--- src/rtl/control_unit_if.sv ---
// Decode bus between instruction fetch (master) and the control unit (slave).
interface control_unit_if #(
  parameter int unsigned InstrWidth = 16,
  parameter int unsigned AluOpWidth = 3
);
  logic [InstrWidth-1:0] instr;
  logic                  halted;
  logic                  reg_write_en;
  logic [AluOpWidth-1:0] alu_op;
  logic                  alu_src_imm;
  logic                  mem_read_en;
  logic                  mem_write_en;
  logic                  branch;
  logic                  jump;
  logic                  illegal;

  modport master (
    output instr,
    input  halted, reg_write_en, alu_op, alu_src_imm,
           mem_read_en, mem_write_en, branch, jump, illegal
  );

  modport slave (
    input  instr,
    output halted, reg_write_en, alu_op, alu_src_imm,
           mem_read_en, mem_write_en, branch, jump, illegal
  );
endinterface

--- src/rtl/control_unit.sv ---
// Combinational instruction decoder for the little-computer datapath with a
// sticky halted status latch (the only clocked state).
module control_unit #(
  parameter int unsigned InstrWidth = 16,
  parameter int unsigned AluOpWidth = 3
) (
  input logic           clk,
  input logic           rst,
  control_unit_if.slave bus
);

  localparam int unsigned OpcodeWidth = 4;
  localparam int unsigned OpcodeLsb   = InstrWidth - OpcodeWidth;

  typedef enum logic [2:0] {
    ALU_ADD   = 3'd0,
    ALU_SUB   = 3'd1,
    ALU_AND   = 3'd2,
    ALU_OR    = 3'd3,
    ALU_XOR   = 3'd4,
    ALU_SLL   = 3'd5,
    ALU_SRL   = 3'd6,
    ALU_PASSB = 3'd7
  } alu_op_e;

  logic [InstrWidth-1:0]  instr_w;
  logic [OpcodeWidth-1:0] opcode;
  logic                   unused_operand_bits;

  assign instr_w             = bus.instr;
  assign opcode              = instr_w[InstrWidth-1:OpcodeLsb];
  assign unused_operand_bits = ^instr_w[OpcodeLsb-1:0];

  logic    dec_wen;
  alu_op_e dec_alu;
  logic    dec_imm;
  logic    dec_mrd;
  logic    dec_mwr;
  logic    dec_br;
  logic    dec_jmp;
  logic    dec_ill;
  logic    dec_halt;

  // Raw opcode decode; unmatched opcodes fall back to NOP.
  always_comb begin
    dec_wen  = 1'b0;
    dec_alu  = ALU_ADD;
    dec_imm  = 1'b0;
    dec_mrd  = 1'b0;
    dec_mwr  = 1'b0;
    dec_br   = 1'b0;
    dec_jmp  = 1'b0;
    dec_ill  = 1'b0;
    dec_halt = 1'b0;
    case (opcode)
      4'h1: begin dec_wen = 1'b1; dec_alu = ALU_ADD; end
      4'h2: begin dec_wen = 1'b1; dec_alu = ALU_SUB; end
      4'h3: begin dec_wen = 1'b1; dec_alu = ALU_AND; end
      4'h4: begin dec_wen = 1'b1; dec_alu = ALU_OR;  end
      4'h5: begin dec_wen = 1'b1; dec_alu = ALU_XOR; end
      4'h6: begin dec_wen = 1'b1; dec_alu = ALU_SLL; end
      4'h7: begin dec_wen = 1'b1; dec_alu = ALU_SRL; end
      4'h8: begin dec_wen = 1'b1; dec_imm = 1'b1; end
      4'h9: begin dec_wen = 1'b1; dec_alu = ALU_PASSB; dec_imm = 1'b1; end
      4'hA: begin dec_wen = 1'b1; dec_imm = 1'b1; dec_mrd = 1'b1; end
      4'hB: begin dec_imm = 1'b1; dec_mwr = 1'b1; end
      4'hC: begin dec_alu = ALU_SUB; dec_br = 1'b1; end
      4'hD: dec_jmp  = 1'b1;
      4'hE: dec_ill  = 1'b1;
      4'hF: dec_halt = 1'b1;
      default: ;
    endcase
  end

  logic halt_q;
  logic halt_d;
  logic halted_raw;
  logic live;

  assign halt_d     = halt_q | dec_halt;
  assign halted_raw = dec_halt | halt_q;
  // Side-effecting strobes are only allowed out of reset and while not halted.
  assign live       = ~rst & ~halted_raw;

  // Sticky halt latch; reset has priority over a HALT in the same cycle.
  always_ff @(posedge clk) begin
    if (rst) halt_q <= 1'b0;
    else     halt_q <= halt_d;
  end

  assign bus.halted       = ~rst & halted_raw;
  assign bus.reg_write_en = live & dec_wen;
  assign bus.alu_op       = AluOpWidth'(dec_alu);
  assign bus.alu_src_imm  = dec_imm;
  assign bus.mem_read_en  = live & dec_mrd;
  assign bus.mem_write_en = live & dec_mwr;
  assign bus.branch       = live & dec_br;
  assign bus.jump         = live & dec_jmp;
  assign bus.illegal      = ~rst & dec_ill;

endmodule

--- src/flat_wrapper.sv ---
// flat-port wrapper written by rule: the top's interface ports become plain ports
module control_unit_flat 
#(
  parameter int unsigned InstrWidth = 16,
  parameter int unsigned AluOpWidth = 3
)
  (clk, rst, bus_instr, bus_halted, bus_reg_write_en, bus_alu_op, bus_alu_src_imm, bus_mem_read_en, bus_mem_write_en, bus_branch, bus_jump, bus_illegal);
  control_unit_if #(.InstrWidth(InstrWidth), .AluOpWidth(AluOpWidth)) bus_i ();
  input logic clk;
  input logic rst;
  input wire logic [$bits(bus_i.instr)-1:0] bus_instr;
  output wire logic [$bits(bus_i.halted)-1:0] bus_halted;
  output wire logic [$bits(bus_i.reg_write_en)-1:0] bus_reg_write_en;
  output wire logic [$bits(bus_i.alu_op)-1:0] bus_alu_op;
  output wire logic [$bits(bus_i.alu_src_imm)-1:0] bus_alu_src_imm;
  output wire logic [$bits(bus_i.mem_read_en)-1:0] bus_mem_read_en;
  output wire logic [$bits(bus_i.mem_write_en)-1:0] bus_mem_write_en;
  output wire logic [$bits(bus_i.branch)-1:0] bus_branch;
  output wire logic [$bits(bus_i.jump)-1:0] bus_jump;
  output wire logic [$bits(bus_i.illegal)-1:0] bus_illegal;
  assign bus_i.instr = bus_instr;
  assign bus_halted = bus_i.halted;
  assign bus_reg_write_en = bus_i.reg_write_en;
  assign bus_alu_op = bus_i.alu_op;
  assign bus_alu_src_imm = bus_i.alu_src_imm;
  assign bus_mem_read_en = bus_i.mem_read_en;
  assign bus_mem_write_en = bus_i.mem_write_en;
  assign bus_branch = bus_i.branch;
  assign bus_jump = bus_i.jump;
  assign bus_illegal = bus_i.illegal;
  control_unit #(.InstrWidth(InstrWidth), .AluOpWidth(AluOpWidth)) u_core (.clk(clk), .rst(rst), .bus(bus_i));
endmodule
--- config.mk ---
export PLATFORM = sky130hd
export DESIGN_NAME = control_unit_flat
export DESIGN_NICKNAME = d
export VERILOG_FILES = /design/src/rtl/control_unit_if.sv /design/src/rtl/control_unit.sv /design/src/flat_wrapper.sv
export SDC_FILE = /design/constraint.sdc
export NUM_CORES = 1
export LEC_CHECK = 0
export ABC_AREA = 1
export CORE_AREA = 10 10 47 49
export CTS_CLUSTER_DIAMETER = 30
export CTS_CLUSTER_SIZE = 25
export DETAILED_ROUTE_END_ITERATION = 10
export DIE_AREA = 0 0 57 59
export MAX_ROUTING_LAYER = met4
export PLACE_DENSITY_LB_ADDON = 0.3
export SLEW_MARGIN = 20
export SYNTH_ARGS = -nofsm -noshare
export SYNTH_HDL_FRONTEND = slang
export SYNTH_SLANG_ARGS = --single-unit
--- constraint.sdc ---
create_clock -name clk -period 1.6 [get_ports clk]
set_input_delay 0.32 -clock clk [delete_from_list [all_inputs] [get_ports clk]]
set_output_delay 0.32 -clock clk [all_outputs]
set_load 0.02 [all_outputs]
## Word level (Yosys, flattened, before mapping)

Cells that the tools add are included.

| word-level totals | value |
|---|---|
| latch bits | 0 |
| memory bits (read-only) | 0 |
| RAM bits | 0 |
| register bits | 1 |
| memories kept | 0 |
| logic and storage cells | 39 |

| cells by class | value |
|---|---|
| muxes and demuxes | 9 |
| shifts and indexed selects | 0 |
| order comparisons | 0 |
| multiply operators | 0 |
| bitwise logic cells | 11 |
| equal/unequal tests | 15 |
| add/sub/neg operators | 0 |
| divide/modulo/power cells | 0 |
| reductions and logical operators | 3 |

Operator list:

| cell | count |
|---|---|
| $eq A4 B4 Y1 const B | 8 |
| $pmux W3 S7 | 1 |
| $eq A4 B3 Y1 const B | 4 |
| $reduce_or A10 Y1 | 1 |
| $and A1 B1 Y1 | 8 |
| $eq A4 B2 Y1 const B | 2 |
| $mux W1 | 8 |
| $eq A4 B1 Y1 const B | 1 |
| $reduce_or A4 Y1 | 1 |
| $not A1 Y1 | 2 |
| $reduce_or A2 Y1 | 1 |
| $or A1 B1 Y1 | 1 |

## Longest topological paths before layout

| depth | value |
|---|---|
| depth in word-level cells | 6 |
| depth in mapped cells | 6 |
| gate-level depth less buffers | 6 |

## Worst setup path before layout

Ideal clock, no wire load.

| timing path | value |
|---|---|
| path kind | input to output |
| start point | input port bus_instr[15] |
| end point | output port bus_alu_op[1] |
| arrival time | 0.970 ns |
| data required time | 1.280 ns |
| buffers on the path | 0 |
| slack | 0.310 ns |
| stages | 4 |
| path through | inv_2 nor2_4 nor2_1 a21oi_1 |

| between the ends | value |
|---|---|
| longest elaborated chain between the ends | 3 |
| elaborated cells on any way between the ends | 10 |
| classes of those cells | 8 x eq/ne; 1 x mux; 1 x reduce/logical |

RTL lines:

| item | RTL line | source |
|---|---|---|
| start: declaration | flat_wrapper.sv:11 | `input wire logic [$bits(bus_i.instr)-1:0] bus_instr;` |
| $eq A4 B2 Y1 or $eq A4 B4 Y1 (tied branches) | control_unit.sv:55 | `case (opcode)` |
| $reduce_or A2 Y1 (no line) | -- |  |
| $pmux W3 S7 * | control_unit.sv:55 |  |
| end: declaration | flat_wrapper.sv:14 | `output wire logic [$bits(bus_i.alu_op)-1:0] bus_alu_op;` |

Mark *: on every way between the ends. The rest lies on a longest branch, timed or not.

## Final worst setup path

| timing path | value |
|---|---|
| start point | input port rst |
| end point | output port bus_mem_read_en |

| between the ends | value |
|---|---|
| longest elaborated chain between the ends | 3 |

RTL lines:

| item | RTL line | source |
|---|---|---|
| start: declaration | flat_wrapper.sv:10 | `input logic rst;` |
| $not A1 Y1 | control_unit.sv:83 | `assign live = ~rst & ~halted_raw;` |
| $and A1 B1 Y1 | control_unit.sv:83 |  |
| $and A1 B1 Y1 | control_unit.sv:95 | `assign bus.mem_read_en = live & dec_mrd;` |
| end: declaration | flat_wrapper.sv:16 | `output wire logic [$bits(bus_i.mem_read_en)-1:0] bus_mem_read_en;` |

No other way between the ends.

==> impl_results.md <==
- Outcome: completed
- Layout cells sized above 1: 50.0%
- Slew @ Worst Pin: 0.176 ns
- First-pass GRT wire length: 1260 µm
- Die Area: 0.00336 mm²
- Layout fillers: 172
- Max-slew headroom: 88.2%
- Critical Path AT: 1.23 ns
- Clock skew: 0 ns
- Largest registers: u_core.halt_q (1)
- Top Ports: 29
- Max reg flops: 1
- Worst hold path cell count: 2
- Total Wirelength: 770 µm
- ANT nets after route: 0
- Period utilisation layout: 97.0%
- DRC Markers: 0
- # rows: 14
- Reg2reg setup slack: 0.99 ns
- Fin Hold WS: 0.544 ns
- Max frequency: 644 MHz
- Synth Area in Simple Gates: 66.5%
- Starting Density: 16.0%
- Max-Cap Viols: 0
- Cell Area, Synth: 224 µm²
- Flop and latch count out of synthesis: 1
- Commonest cells after routing, fill and taps aside: nand2_1 (10), nor2_1 (7), buf_4 (7), buf_2 (6)
- Routed WL per cell: 9.87 µm
- Largest Register: u_core.halt_q
- Vias post-DR: 312
- Post-synth top area cell: nand2_1
- PwrDens: 322 mW/mm²
- Vias in the first global route: 287
- Number of distinct library cells after synthesis: 15
- Syn Area/Cell: 5.21 µm²
- Final std cells w/o fill: 78
- Largest family of logic cells by synthesized area: simple AND/OR/NAND/NOR gates
- Worst-Skew Late Latency: 0 ns
- Top cell type's share of synthesized area: 16.8%
- Syn_nets: 61
- R2r endpoint: u_core.halt_q
- Compound-Gate Fraction of Synth Area: 10.1%
- Vias per cell: 4.00
- Cell count after placement: 78
- Register area share after synthesis: 8.94%
- Total power draw: 128 µW
- Max FO, Critical Path: 4
- Worst-path clk slew: 0 ns
- XOR/XNOR Fraction of Synth Area: 0%
- Pins Over Slew Limit: 0
- Hold crit path type: reg -> reg
- Fin Setup TNS: 0 ns
- Pin count of the biggest net entering global routing: 7
- Final #Nets: 82
- Area of the core: 0.00140 mm²
- Worst setup EP type: primary output
- Max IR drop VDD: 0.000170 V
- Die Wd: 57 µm
- Kind of critical path: in -> out
- Tmin final: 1.55 ns
- Endpoints failing setup: 0
- Synth Warn #: 0
- Syn Inst Count: 43
- DP HPWL: 646 µm
- Drt first pass iters: 2
- Antenna violations before repair: 0
- Critical path required time: 1.28 ns
- Synth area leaders: nand2_1 (17%), nor2_1 (17%), dfxtp_1 (8.9%)
- Syn-to-layout area delta: 77.1%
- RSZ-0062 raised after global routing: false
- Gr usage total: 4.34%
- Adder-Cell Fraction of Synth Area: 0%
- PortBufs: 16
- Leak: 0.000211 µW
- Final Hold Fails: 0
- Diode count: 0
- Global placer's final weighted congestion: 0.775
- Setup crit end: bus_mem_read_en
- FF-to-FF path depth: 2
- Most common cell after layout, fill and taps aside: nand2_1
- # hold bufs at CTS: 0
- Setup Buffers After CTS: 0
- Crit start category: primary input
- Remaining Overflow, GRT: 0
- 1st-iter DRT viols: 2
- Setup WS pre-CTS: -0.681 ns
- Mux contribution to synthesized area: 0%
- R2R Path Start: u_core.halt_q
- Min setup slack post-route: 0.0479 ns
- Die H: 59 µm
- CP startpoint: rst
-- metal layers --
layer	vias up	share of wire, %	track usage (%)
met2	8	50	7.13
met4	0	0	0
li1	169	-	-
met1	135	48	6.13
met3	0	2.2	0
met5	-	0	-
-- synth_stat cells (all sizes together) --
cell type and n:
nor3 1, nand3 2, nand2 14, inv 8, o211ai 1, dfxtp 1
nor2 13, a21oi 3
-- worst min path at each step --
| stage | start | endpoint | slack [ns] |
|---|---|---|---|
| 6_report | u_core.halt_q | u_core.halt_q | 0.54 |
| 5_1_grt | u_core.halt_q | u_core.halt_q | 0.58 |
| 4_1_cts | u_core.halt_q | u_core.halt_q | 0.52 |
| 3_5_place_dp | u_core.halt_q | u_core.halt_q | 0.52 |
| 3_3_place_gp | u_core.halt_q | u_core.halt_q | 0.52 |
| 2_1_floorplan | rst | u_core.halt_q | 0.39 |
-- cell families after synthesis --
group / Yosys count
compound gates: 4
buf+inv: 8
flops: 1
simple gates: 30
-- through the flow --
| stage | instance area (µm²) | utilization (%) |
|---|---|---|
| after floorplan | 224 | - |
| after global placement | 427 | 30.4 |
| after detailed placement | 427 | 30.4 |
| after CTS | 387 | 27.6 |
| after global routing | 397 | 28.3 |
| final | 397 | 28.3 |
-- report_power, final --
part	total [µW]	internal (µW)	switching, µW	leakage [µW]
registers	26.5	26.4	0.182	0.00000813
clock network	0	0	0	0
logic	101	39.1	62.2	0.000203
total	128	65.4	62.4	0.000211
-- timing repair --
item,4_1_cts,5_1_grt
resized for setup,51,12
setup endpoints to repair,11,8
hold endpoints to repair,0,0
pin swaps,1,1
-- critical path, cell delays in order --
cell             delay, ns
clkdlybuf4s50_1       0.44
inv_2                 0.09
nand3_4               0.11
nor2_1                0.11
buf_4                 0.15
-- layout make-up --
| type | instances | area, µm² | share of cell area, % |
|---|---|---|---|
| well taps | 16 | 20.0 | 5.05 |
| multi-input cells | 34 | 191 | 48.3 |
| repair buffers | 19 | 133 | 33.4 |
| flip-flops and latches | 1 | 20.0 | 5.05 |
| inverters | 8 | 32.5 | 8.20 |
(Power assumes the default switching activity.)
